==> config.mk <==
export PLATFORM = sky130hd
export DESIGN_NAME = opb_register_bank_ppc2simulink
export DESIGN_NICKNAME = d
export VERILOG_FILES = /design/src/rtl/opb_register_bank_ppc2simulink_pkg.sv /design/src/rtl/opb_register_bank_ppc2simulink_decode.sv /design/src/rtl/opb_register_bank_ppc2simulink.sv
export SDC_FILE = /design/constraint.sdc
export NUM_CORES = 1
export LEC_CHECK = 0
export ABC_AREA = 1
export CAP_MARGIN = 15
export CORE_MARGIN = 2
export CORE_UTILIZATION = 30
export DETAILED_ROUTE_END_ITERATION = 7
export MAX_ROUTING_LAYER = met4
export SETUP_SLACK_MARGIN = 0.5
export SLEW_MARGIN = 20
export SYNTH_ARGS = -nofsm -noshare
export SYNTH_HDL_FRONTEND = slang
export SYNTH_SLANG_ARGS = --single-unit
==> constraint.sdc <==
create_clock -name OPB_Clk -period 1.7 [get_ports OPB_Clk]
set_input_delay 0.425 -clock OPB_Clk [delete_from_list [all_inputs] [get_ports OPB_Clk]]
set_output_delay 0.425 -clock OPB_Clk [all_outputs]
set_load 0.005 [all_outputs]
==> src/rtl/opb_register_bank_ppc2simulink_pkg.sv <==
// Shared types and bit-order helpers for the OPB register bank.
// OPB numbers bits [0:31] MSB-first; user logic sees [31:0].
package opb_reg_bank_pkg;

  typedef enum logic {IDLE = 1'b0, ACK = 1'b1} bus_state_e;

  localparam int COMMIT_BIT = 0;

  // OPB_BE[lane] covers user bits [lane_lsb(lane) +: 8]
  function automatic int lane_lsb(input int lane);
    return 24 - 8 * lane;
  endfunction

  function automatic logic [31:0] be_to_mask(input logic [0:3] be);
    logic [31:0] m;
    m = '0;
    for (int k = 0; k < 4; k++) m[lane_lsb(k) +: 8] = {8{be[k]}};
    return m;
  endfunction

  function automatic logic [31:0] opb_to_user(input logic [0:31] d);
    logic [31:0] u;
    for (int i = 0; i < 32; i++) u[31-i] = d[i];
    return u;
  endfunction

  function automatic logic [0:31] user_to_opb(input logic [31:0] u);
    logic [0:31] d;
    for (int i = 0; i < 32; i++) d[i] = u[31-i];
    return d;
  endfunction

endpackage

==> src/rtl/opb_register_bank_ppc2simulink_decode.sv <==
// OPB slave front end: address window check, word index and the
// two-state IDLE/ACK handshake that produces a single-cycle xferAck.
module opb_slave_decode
  import opb_reg_bank_pkg::*;
#(
  parameter logic [31:0] C_BASEADDR = 32'h0000_0000,
  parameter logic [31:0] C_HIGHADDR = 32'h0000_00FF
) (
  input  logic        clk,
  input  logic        rst_n,
  input  logic [31:0] addr,
  input  logic        select,
  output logic        go,
  output logic [29:0] word_idx,
  output logic        xfer_ack
);

  bus_state_e  state;
  logic [31:0] offset;
  logic        in_range;
  logic        unused_ok;

  // Addresses below the base wrap to large offsets and fall outside the window
  assign offset    = addr - C_BASEADDR;
  assign in_range  = offset <= (C_HIGHADDR - C_BASEADDR);
  assign word_idx  = offset[31:2];
  assign go        = (state == IDLE) && select && in_range;
  assign xfer_ack  = (state == ACK);
  assign unused_ok = ^offset[1:0];

  always_ff @(posedge clk or negedge rst_n) begin
    if (!rst_n) begin
      state <= IDLE;
    end else begin
      case (state)
        IDLE:    if (go) state <= ACK;
        default: state <= IDLE;
      endcase
    end
  end

endmodule

==> src/rtl/opb_register_bank_ppc2simulink.sv <==
// OPB bank of C_NUM_REGS read-back registers driving Simulink user logic.
// Define OPB_REG_BANK_ATOMIC_EN to stage writes in shadows applied by COMMIT.
module opb_register_bank_ppc2simulink
  import opb_reg_bank_pkg::*;
#(
  parameter logic [31:0] C_BASEADDR   = 32'h0000_0000,
  parameter logic [31:0] C_HIGHADDR   = 32'h0000_00FF,
  parameter int          C_NUM_REGS   = 8,
  parameter int          C_REG_WIDTH  = 32,
  parameter int          C_OPB_AWIDTH = 32,
  parameter int          C_OPB_DWIDTH = 32
) (
  input  logic                                OPB_Clk,
  input  logic                                OPB_Rst_n,
  input  logic [0:31]                         OPB_ABus,
  input  logic [0:3]                          OPB_BE,
  input  logic [0:31]                         OPB_DBus,
  input  logic                                OPB_RNW,
  input  logic                                OPB_select,
  input  logic                                OPB_seqAddr,
  output logic [0:31]                         Sl_DBus,
  output logic                                Sl_xferAck,
  output logic                                Sl_errAck,
  output logic                                Sl_retry,
  output logic                                Sl_toutSup,
  output logic [C_NUM_REGS*C_REG_WIDTH-1:0]   user_data_out,
  output logic [C_NUM_REGS-1:0]               user_update
);

  localparam int W = C_REG_WIDTH;
  localparam int N = C_NUM_REGS;

  logic [31:0]   addr_u, wdata_u, wmask, rd_mux, rd_q, commit_word;
  logic [29:0]   word_idx;
  logic          go, wr_go, rd_go, commit_sel;
  logic [N-1:0]  wr_hit, upd_q;
  logic [W-1:0]  shadow [N];
  logic [W-1:0]  out_q  [N];
  logic          unused_ok;

  assign addr_u     = opb_to_user(OPB_ABus);
  assign wdata_u    = opb_to_user(OPB_DBus);
  assign wmask      = be_to_mask(OPB_BE);
  assign wr_go      = go & ~OPB_RNW;
  assign rd_go      = go & OPB_RNW;
  assign commit_sel = (word_idx == 30'(N));
  assign Sl_errAck  = 1'b0;
  assign Sl_retry   = 1'b0;
  assign Sl_toutSup = 1'b0;
  assign unused_ok  = ^{OPB_seqAddr, wdata_u, wmask, C_OPB_AWIDTH == 32, C_OPB_DWIDTH == 32};

  opb_slave_decode #(
    .C_BASEADDR (C_BASEADDR),
    .C_HIGHADDR (C_HIGHADDR)
  ) u_decode (
    .clk      (OPB_Clk),
    .rst_n    (OPB_Rst_n),
    .addr     (addr_u),
    .select   (OPB_select),
    .go       (go),
    .word_idx (word_idx),
    .xfer_ack (Sl_xferAck)
  );

  // An all-zero byte enable counts as no write: no strobe, no dirty flag
  always_comb begin
    for (int i = 0; i < N; i++) wr_hit[i] = wr_go && (word_idx == 30'(i)) && (|OPB_BE);
  end

  always_ff @(posedge OPB_Clk or negedge OPB_Rst_n) begin
    if (!OPB_Rst_n) begin
      for (int i = 0; i < N; i++) shadow[i] <= '0;
    end else begin
      for (int i = 0; i < N; i++)
        if (wr_hit[i])
          shadow[i] <= (shadow[i] & ~wmask[W-1:0]) | (wdata_u[W-1:0] & wmask[W-1:0]);
    end
  end

`ifdef OPB_REG_BANK_ATOMIC_EN
  logic [N-1:0] dirty;
  logic         commit_go;

  assign commit_go = wr_go && commit_sel && wmask[COMMIT_BIT] && wdata_u[COMMIT_BIT];

  always_ff @(posedge OPB_Clk or negedge OPB_Rst_n) begin
    if (!OPB_Rst_n) begin
      dirty <= '0;
      upd_q <= '0;
      for (int i = 0; i < N; i++) out_q[i] <= '0;
    end else begin
      upd_q <= '0;
      if (commit_go) begin
        for (int i = 0; i < N; i++)
          if (dirty[i]) out_q[i] <= shadow[i];
        upd_q <= dirty;
        dirty <= '0;
      end else begin
        dirty <= dirty | wr_hit;
      end
    end
  end

  // Dirty mask above bit 0; registers beyond 31 have no room and are dropped
  always_comb begin
    commit_word    = '0;
    commit_word[0] = |dirty;
    for (int i = 0; i < N && i < 31; i++) commit_word[i+1] = dirty[i];
  end
`else
  assign out_q       = shadow;
  assign commit_word = '0;

  always_ff @(posedge OPB_Clk or negedge OPB_Rst_n) begin
    if (!OPB_Rst_n) upd_q <= '0;
    else            upd_q <= wr_hit;
  end
`endif

  always_comb begin
    rd_mux = '0;
    for (int i = 0; i < N; i++)
      if (word_idx == 30'(i)) rd_mux = 32'(shadow[i]);
    if (commit_sel) rd_mux = commit_word;
  end

  // Read data is loaded only for the ACK cycle so the bus sees zero otherwise
  always_ff @(posedge OPB_Clk or negedge OPB_Rst_n) begin
    if (!OPB_Rst_n) rd_q <= '0;
    else            rd_q <= rd_go ? rd_mux : '0;
  end

  assign Sl_DBus     = user_to_opb(rd_q);
  assign user_update = upd_q;

  for (genvar g = 0; g < N; g++) begin : g_out
    assign user_data_out[g*W +: W] = out_q[g];
  end

endmodule
; Yosys cells after proc, flatten, opt, wreduce, memory -nomap -nowiden
; Cells that the tools add are included.
[totals]
regBits = 297
input_bits = 73
output_inout_bits = 300
[op_classes]
n_lt_le_gt_ge = 1
n_eq_ne = 8
n_mux = 12
bitwise = 22
n_reduce_logical = 20
[ops]
columns = cell, count
row1 = $mux 32, 10
row2 = $and 32x32->32, 9
row3 = $or 32x32->32, 8
row4 = $eq 30x3->1 const B, 4
row5 = $eq 30x2->1 const B, 2
row6 = $le 32x8->1 const B, 1
row7 = $not 32->32, 1
row8 = $eq 30x1->1 const B, 1
row9 = $eq 30x4->1 const B, 1
row10 = $logic_not 30->1, 1
row11 = $logic_and 1x1->1, 18
row12 = $reduce_or 4->1, 1
row13 = $and 1x1->1, 2
row14 = $mux 1, 2
row15 = $not 1->1, 2

; Logic depth before layout (Yosys ltp)
; Gate-level depths: netlist of run 1.
[logic_depth]
depth_word = 11
ltp_mapped = 12
depth_no_buf = 11

; Hierarchy
; A second synthesis of run 1 with hierarchy kept.
[unflattened]
hier_cells = 1523
hier_area_um2 = 13304.0
[modules_own_cells]
columns = mod, instances, cells_each, area_per_inst_um2, seq_area_each_um2
row1 = opb_register_bank_ppc2simulink, 1, 1460, 12924.9, 7407.1
row2 = opb_slave_decode, 1, 63, 379.1, 25.0

; Least setup slack after synthesis of run 1
; Ideal clock, no wire load.
[synth_path]
path_kind = input port to flip-flop
from = in OPB_ABus[4] (netlist name)
to = reg with a tool-made name
t_arrival_ps = 2159
slack_ps = -580
path_stages = 11
path_buffers = 1
path_cell_list = nor2_1 > nand2_1 > nor2_1 > nand2_1 > nor2_4 > nand2_2 > nor3_4 > nand3_2 > clkbuf_1 > o21ai_1 > nand2_1
[synth_rtl]
columns = element, line
row1 = "start, declared", opb_register_bank_ppc2simulink.sv:15  ; input logic [0:31] OPB_ABus,

==> out/results.txt, run 1 <==
final worst setup slack -> -258 ps
number of iterations in the first detailed-routing pass -> 6
class of the most critical hold timing path -> input port to asynchronous set/reset pin
wire length of the first global-routing pass -> 101 mm
reported max-cap violation count -> 0
relative contribution of sequential cells to total power -> 44.1%
final standard cell utilization of the core -> 51.8%
share of synthesized area spent on multiplexers -> 0%
number of unique standard cell types used by synthesis -> 27
standard cell with the maximum stage delay on the critical path -> sky130_fd_sc_hd__dfrtp_1
maximum clock path buffer count -> 3
setup repair after global routing missed its margin -> yes
share of the yosys chip area belonging to registers -> 51.7%
layout net count -> 2,611
cells on worst reg2reg path -> 10
flops & latches, synth -> 297
number of remaining DRC errors -> 0
initial core utilization -> 30.2%
highest net fanout along the worst path -> 8
CTS Root Cell -> sky130_fd_sc_hd__clkbuf_16
Yosys warning count -> 0
mean number of vias per cell -> 5.39
count of buffers inserted at the top-level ports -> 366
DPL Wire Length -> 45.2 mm
top-count cell post-synth -> sky130_fd_sc_hd__nand2_1
synthesis-to-layout area growth -> 71.2%
clock sink total -> 297
area share of the leading cell type in the synthesized netlist -> 51.7%
initial antenna violation count -> 0
Fin Clk Skew -> 11.8 ps
CP endpoint kind -> register
source-to-sink clock delay at the later pin of the worst-skew pair -> 550 ps
violations in the final reports -> setup timing
GP Congestion -> 0.918
number of global-route vias before repair -> 15.3k
area of the placeable core -> 47,500 sq um
part of the power in the clock network -> 49.7%
Internal -> 12.2 mW
placed cell area -> 20,300 sq um
Die H -> 223 um
Final Hold Fails -> 0
cell type with the highest aggregate area in the netlist -> sky130_fd_sc_hd__dfrtp_1
power per standard cell area -> 651 nW/um^2
crit share post-route -> 115%
final setup violating endpoints -> 291
kind of launch point of the worst setup path -> register
Clock H-tree levels -> 2
arrival time at the worst endpoint -> 2430 ps
switching component of the power -> 3.83 mW
total negative slack -> -41,120 ps
cell occurring most often along the worst timing path -> sky130_fd_sc_hd__buf_12
TritonCTS clock tree -> built
Cell Area, Synth -> 14,400 sq um
Worst Max-Slew Pin Slew -> 731 ps
Worst VDD drop -> 0.510 mV
overall fraction of global-route tracks in use -> 28.2%
fraction of power spent switching nets -> 23.9%
vias post-DR -> 17.1k
run status -> complete, but fails checks
DIE AREA -> 49,700 sq um
detail-routed net length per standard cell -> 23.8 um
final routed wirelength across all metal layers -> 75.5 mm
data required time at the worst endpoint -> 2170 ps
xor/xnor share of the synthesized area -> 0%
sum of internal, switching and leakage power -> 16.0 mW
Post-DRT Antenna Nets -> 0
gate count after technology mapping -> 1,833
fraction of registers with async set or reset after synthesis -> 100%
fillers -> 4,334
Num CTS Buffers -> 35
Min Clock Period, post-route -> 1960 ps
sum of overflow across all layers after global routing -> 0
largest net degree at the start of global routing -> 57
fraction of the mapped netlist area in simple logic gates -> 27.5%
cells along the critical path -> nor3b_2 -> nand2_2 -> nor3_4 -> buf_12 -> nand4_4 -> buf_12 -> nor2_4 -> buf_12 -> nand2_2 -> o21ai_1
WS Path Type -> register to register
Diodes inserted -> 0
main flop type after synthesis -> sky130_fd_sc_hd__dfrtp_1
main combinational cell family by area after synthesis -> simple AND/OR/NAND/NOR gates
top post-synthesis cells by area -> sky130_fd_sc_hd__dfrtp_1 (52%), sky130_fd_sc_hd__nand2_1 (16%), sky130_fd_sc_hd__o21ai_0 (9.5%)
top-level I/O count -> 373
final-layout worst hold slack -> 382 ps
Placed Cells -> 2,839
worst rel slew slack -> 51.1%
max-slew violation total from the final report -> 0
most instantiated cells after synthesis -> sky130_fd_sc_hd__nand2_1 (596), sky130_fd_sc_hd__dfrtp_1 (297), sky130_fd_sc_hd__o21ai_0 (274)
clock transition at the registers of the reported paths -> 60 ps
number of placement rows -> 80
ratio of cells with drive above 1 in the final layout -> 47.1%
part of the total power dissipated in combinational logic -> 6.2%
final instance area -> 24,600 sq um
DRT iter0 DRCs -> 2,060
longest individual stage delay on the worst path -> 400 ps
count of flip-flops with a built-in enable after synthesis -> 0
timing-limited maximum frequency -> 0.511 GHz
area share of fa/ha/maj cells after synthesis -> 0%
width of the chip -> 223 um
non-filler cells in the finished layout -> 3,175
worst-case setup slack after placement -> -1130 ps
average size of a mapped cell -> 7.84 sq um
Lkg Pwr -> 13.1 nW
fraction of the mapped netlist area in compound gates -> 14.0%
-- worst max-delay path: cells and delay by family (launching register included) --
| family | cells | cell delay [ps] |
|---|---|---|
| flip-flops | 1 | 400 |
| AO/OA/AOI/OAI | 1 | 110 |
| AND/OR/NAND/NOR | 6 | 800 |
| buffers and inverters | 3 | 550 |
-- cells in the final DEF (no fill, tap or decap), types with 9 or more instances in the layout --
master / n
sky130_fd_sc_hd__a21oi_1: 53
sky130_fd_sc_hd__a21oi_2: 11
sky130_fd_sc_hd__buf_12: 73
sky130_fd_sc_hd__buf_16: 16
sky130_fd_sc_hd__buf_2: 48
sky130_fd_sc_hd__buf_4: 288
sky130_fd_sc_hd__buf_6: 61
sky130_fd_sc_hd__buf_8: 16
sky130_fd_sc_hd__clkbuf_16: 52
sky130_fd_sc_hd__clkbuf_2: 253
sky130_fd_sc_hd__clkbuf_8: 9
sky130_fd_sc_hd__clkdlybuf4s50_1: 38
sky130_fd_sc_hd__dfrtp_1: 285
sky130_fd_sc_hd__dfrtp_2: 12
sky130_fd_sc_hd__inv_1: 82
sky130_fd_sc_hd__inv_2: 10
sky130_fd_sc_hd__nand2_1: 440
sky130_fd_sc_hd__nand2_2: 140
sky130_fd_sc_hd__nand2_4: 17
sky130_fd_sc_hd__nand3_1: 117
sky130_fd_sc_hd__nand3_2: 14
sky130_fd_sc_hd__nand4_1: 96
sky130_fd_sc_hd__nor2_1: 9
sky130_fd_sc_hd__nor2_4: 47
sky130_fd_sc_hd__o21ai_0: 87
sky130_fd_sc_hd__o21ai_1: 103
sky130_fd_sc_hd__o21ai_2: 91
sky130_fd_sc_hd__o21bai_1: 21
-- power groups by stage --
stage | clock, mW | sequential, mW | combinational, mW
after floorplan | 0 | 7.20 | 0.248
after global placement | 0 | 7.20 | 0.893
after detailed placement | 0 | 7.20 | 0.899
after CTS | 7.99 | 7.07 | 0.930
after global routing | 8.29 | 7.06 | 1.04
final | 7.96 | 7.07 | 0.992
-- cells by family (layout without fill, tap and decap cells) --
family / count (synthesis) / count (layout)
buffers and inverters: 251 / 976
AND/OR/NAND/NOR: 899 / 899
flip-flops: 297 / 297
other: 1 / 3
AO/OA/AOI/OAI: 385 / 385
-- cell type report --
type                       count  area [sq um]  share of cell area, %
clock buffer                  52          1070                   4.36
multi-input combinational   1287          7430                   30.2
tap                          615           769                   3.13
sequential                   297          7450                   30.3
clock inverter                 7           110                  0.447
timing repair buffer         820          7410                   30.1
inverter                      97           375                   1.53
-- final timing paths --
path	slack, ps	end	start
setup reg to reg	-260	register	u_decode.xfer_ack$_DFF_PN0_
min in group OPB_Clk	490	u_decode.xfer_ack$_DFF_PN0_	OPB_ABus[0]
max in group asynchronous	650	asynchronous set/reset pin	OPB_Rst_n
hold / removal	380	asynchronous set/reset pin	OPB_Rst_n
hold reg to reg	510	register	register
setup / recovery	-260	register	u_decode.xfer_ack$_DFF_PN0_
-- metal layers --
metal	vias to the layer above	wire (um)	track usage [%]
met5	-	0	-
li1	7509	-	-
met1	8257	31200	38.7
met2	1153	33800	42.2
met4	0	3050	10.0
met3	210	7440	4.58
-- timing repair --
action / 4_1_cts / 5_1_grt
hold buffers: 1 / 0
gates cloned: 18 / 16
hold endpoints to repair: 37 / 0
setup endpoints to repair: 594 / 595
resized for setup: 543 / 904
pin swaps: 103 / 163
buffers inserted: 58 / 184
(Power assumes the default switching activity.)
==> run 2: changes to the inputs <==
GPL_ROUTABILITY_DRIVEN = 0   (was not set)
==> run 2 against run 1 <==
Sequential cell count is the same. Largest cell class is now non-clock buffers. Count of clock-buffer cells in the layout decreased by 3. Die area unchanged. Largest power group unchanged. Critical path depth is 1 higher. First-iteration DRC count shrank 2.1%. Sequential share of layout area decreased by 1.0 points. Final cell count is 0.88% higher. Global-route usage grew 1.9 points. Non-clock buffer count grew 26. The run still ends with setup timing left.
==> out/results.txt, run 2 (same netlist as run 1, synthesis figures left out) <==
cells along the critical path -> nor3b_2 -> nand2_2 -> nor3_4 -> buf_12 -> buf_4 -> nand4_4 -> buf_12 -> nor2_4 -> buf_12 -> buf_16 -> o21ai_1 (was nor3b_2 -> nand2_2 -> nor3_4 -> buf_12 -> nand4_4 -> buf_12 -> nor2_4 -> buf_12 -> nand2_2 -> o21ai_1)
violations in the final reports -> setup timing (unchanged)
initial core utilization -> 30.2% (unchanged)
arrival time at the worst endpoint -> 2420 ps (was 2430 ps)
clock sink total -> 297 (unchanged)
cells on worst reg2reg path -> 11 (was 10)
final worst setup slack -> -302 ps (was -258 ps)
data required time at the worst endpoint -> 2120 ps (was 2170 ps)
worst-case setup slack after placement -> -1070 ps (was -1130 ps)
area of the placeable core -> 47,500 sq um (unchanged)
final setup violating endpoints -> 276 (was 291)
fillers -> 4,177 (was 4,334)
worst rel slew slack -> 55.7% (was 51.1%)
cell occurring most often along the worst timing path -> sky130_fd_sc_hd__buf_12 (unchanged)
Fin Clk Skew -> 13.5 ps (was 11.8 ps)
Die H -> 223 um (unchanged)
Min Clock Period, post-route -> 2000 ps (was 1960 ps)
Clock H-tree levels -> 2 (unchanged)
Lkg Pwr -> 13.4 nW (was 13.1 nW)
run status -> complete, but fails checks (unchanged)
Worst VDD drop -> 0.510 mV (about the same)
initial antenna violation count -> 1 (was 0)
detail-routed net length per standard cell -> 23.8 um (about the same)
kind of launch point of the worst setup path -> register (unchanged)
Crit. Startpoint -> u_decode.xfer_ack$_DFF_PN0_ (unchanged)
maximum clock path buffer count -> 3 (unchanged)
source-to-sink clock delay at the later pin of the worst-skew pair -> 550 ps (about the same)
layout net count -> 2,638 (was 2,611)
count of buffers inserted at the top-level ports -> 366 (unchanged)
Critical R2R Launch -> u_decode.xfer_ack$_DFF_PN0_ (unchanged)
wire length of the first global-routing pass -> 108 mm (was 101 mm)
kind of cell with the highest combined delay on the critical path -> simple AND/OR/NAND/NOR gates (unchanged)
Final Hold Fails -> 0 (unchanged)
WS Path Type -> register to register (unchanged)
number of buffer and inverter instances along the worst setup path -> 5 (was 3)
highest net fanout along the worst path -> 8 (unchanged)
met1 wire length -> 31.0 mm (was 31.2 mm)
power per standard cell area -> 628 nW/um^2 (was 651 nW/um^2)
final routed wirelength across all metal layers -> 76.2 mm (was 75.5 mm)
overall fraction of global-route tracks in use -> 30.1% (was 28.2%)
mean number of vias per cell -> 5.43 (was 5.39)
uppermost signal routing layer after detailed routing -> met4 (unchanged)
number of remaining DRC errors -> 0 (unchanged)
class of the most critical hold timing path -> input port to asynchronous set/reset pin (unchanged)
crit share post-route -> 118% (was 115%)
longest individual stage delay on the worst path -> 400 ps (about the same)
sum of overflow across all layers after global routing -> 0 (unchanged)
setup repair after global routing missed its margin -> yes (unchanged)
Post-DRT Antenna Nets -> 0 (unchanged)
top-level I/O count -> 373 (unchanged)
DIE AREA -> 49,700 sq um (unchanged)
most frequent cells in the layout -> sky130_fd_sc_hd__nand2_1 (391), sky130_fd_sc_hd__buf_4 (291), sky130_fd_sc_hd__dfrtp_1 (273), sky130_fd_sc_hd__clkbuf_2 (264), sky130_fd_sc_hd__nand2_2 (188) (was sky130_fd_sc_hd__nand2_1 (440), sky130_fd_sc_hd__buf_4 (288), sky130_fd_sc_hd__dfrtp_1 (285), sky130_fd_sc_hd__clkbuf_2 (253), sky130_fd_sc_hd__nand2_2 (140))
final-layout worst hold slack -> 434 ps (was 382 ps)
TritonCTS clock tree -> built (unchanged)
timing-limited maximum frequency -> 0.499 GHz (was 0.511 GHz)
largest net degree at the start of global routing -> 57 (unchanged)
DRT iter0 DRCs -> 2,017 (was 2,060)
final standard cell utilization of the core -> 53.7% (was 51.8%)
Num CTS Buffers -> 36 (was 35)
max-slew violation total from the final report -> 0 (unchanged)
CTS Root Cell -> sky130_fd_sc_hd__clkbuf_16 (unchanged)
vias post-DR -> 17.4k (was 17.1k)
placed cell area -> 20,300 sq um (about the same)
DPL Wire Length -> 44.8 mm (was 45.2 mm)
ratio of cells with drive above 1 in the final layout -> 52.2% (was 47.1%)
reported max-cap violation count -> 0 (unchanged)
width of the chip -> 223 um (unchanged)
CP endpoint kind -> register (unchanged)
Diodes inserted -> 0 (unchanged)
number of iterations in the first detailed-routing pass -> 8 (was 6)
flop2flop setup slack -> -300 ps (was -260 ps)
clock transition at the registers of the reported paths -> 60 ps (about the same)
synthesis-to-layout area growth -> 77.7% (was 71.2%)
Detail Route met3 WL -> 7.31 mm (was 7.44 mm)
standard cell with the maximum stage delay on the critical path -> sky130_fd_sc_hd__dfrtp_1 (unchanged)
number of global-route vias before repair -> 16.1k (was 15.3k)
most frequent standard cell in the layout excluding fill and tap cells -> sky130_fd_sc_hd__nand2_1 (unchanged)
Worst Max-Slew Pin Slew -> 662 ps (was 731 ps)
number of placement rows -> 80 (unchanged)
final instance area -> 25,500 sq um (was 24,600 sq um)
sum of internal, switching and leakage power -> 16.0 mW (about the same)
met2 wire length -> 34.9 mm (was 33.8 mm)
[run 2: cell types whose count changed in the layout (fill, tap and decap cells not counted), moves of 12 or more]
cell,change
sky130_fd_sc_hd__nand2_1,-49
sky130_fd_sc_hd__nand2_2,+48
sky130_fd_sc_hd__o21ai_2,+41
sky130_fd_sc_hd__o21ai_0,-35
sky130_fd_sc_hd__buf_6,+24
sky130_fd_sc_hd__buf_2,-18
sky130_fd_sc_hd__buf_16,+17
sky130_fd_sc_hd__clkbuf_16,-15
sky130_fd_sc_hd__o21ai_1,-15
sky130_fd_sc_hd__dfrtp_1,-12
sky130_fd_sc_hd__dfrtp_2,+12
[run 2: worst max-delay path by stage]
| stage | to | cells after the start |
|---|---|---|
| 2_1_floorplan | register | 11 |
| 3_3_place_gp | register | 15 |
| 3_5_place_dp | register | 14 |
| 4_1_cts | register | 11 |
| 5_1_grt | register | 11 |
| 6_report | register | 11 |
[run 2: area by class of cell]
type | count | area [sq um] | share of cell area, %
Timing Repair Buffer | 846 | 7940 | 31.1
Multi-Input combinational cell | 1287 | 7800 | 30.5
Sequential cell | 297 | 7460 | 29.2
Clock buffer | 49 | 1050 | 4.12
Tap cell | 615 | 769 | 3.01
Inverter | 97 | 373 | 1.46
Clock inverter | 12 | 145 | 0.568
[run 2: metrics by stage]
step,cells,TNS [ps]
2_1_floorplan,1835,-140230
3_3_place_gp,2840,-277050
3_5_place_dp,2840,-283740
4_1_cts,3002,-104320
5_1_grt,3203,-86300
6_report,3203,-52310
[run 2: worst reg2reg max path: stages (launching register included)]
cell	delay (ps)
sky130_fd_sc_hd__dfrtp_1	400
sky130_fd_sc_hd__nor3b_2	230
sky130_fd_sc_hd__nand2_2	110
sky130_fd_sc_hd__nor3_4	160
sky130_fd_sc_hd__buf_12	150
sky130_fd_sc_hd__buf_4	120
sky130_fd_sc_hd__nand4_4	80
sky130_fd_sc_hd__buf_12	170
sky130_fd_sc_hd__nor2_4	150
sky130_fd_sc_hd__buf_12	130
sky130_fd_sc_hd__buf_16	120
sky130_fd_sc_hd__o21ai_1	70
[run 2: timing repair]
| item | 4_1_cts | 5_1_grt |
|---|---|---|
| pin swaps | 174 | 79 |
| endpoints found under the setup margin | 594 | 594 |
| gates resized for setup | 822 | 791 |
| buffers inserted | 63 | 201 |
| hold buffers | 1 | 0 |
| hold endpoints to repair | 36 | 0 |
| cloned | 37 | 0 |
[run 2: power by group]
group	leakage [nW]	total (mW)	switching, mW	internal [mW]
sequential	3.78	7.07	0.00000000151	7.07
combinational	9.04	1.01	0.690	0.318
clock	0.581	7.97	3.20	4.77
[run 2: metal layers]
metal | up-vias | track usage [%]
met5 | - | -
li1 | 7577 | -
met2 | 1127 | 45.1
met3 | 208 | 6.10
met4 | 0 | 11.3
met1 | 8469 | 40.1
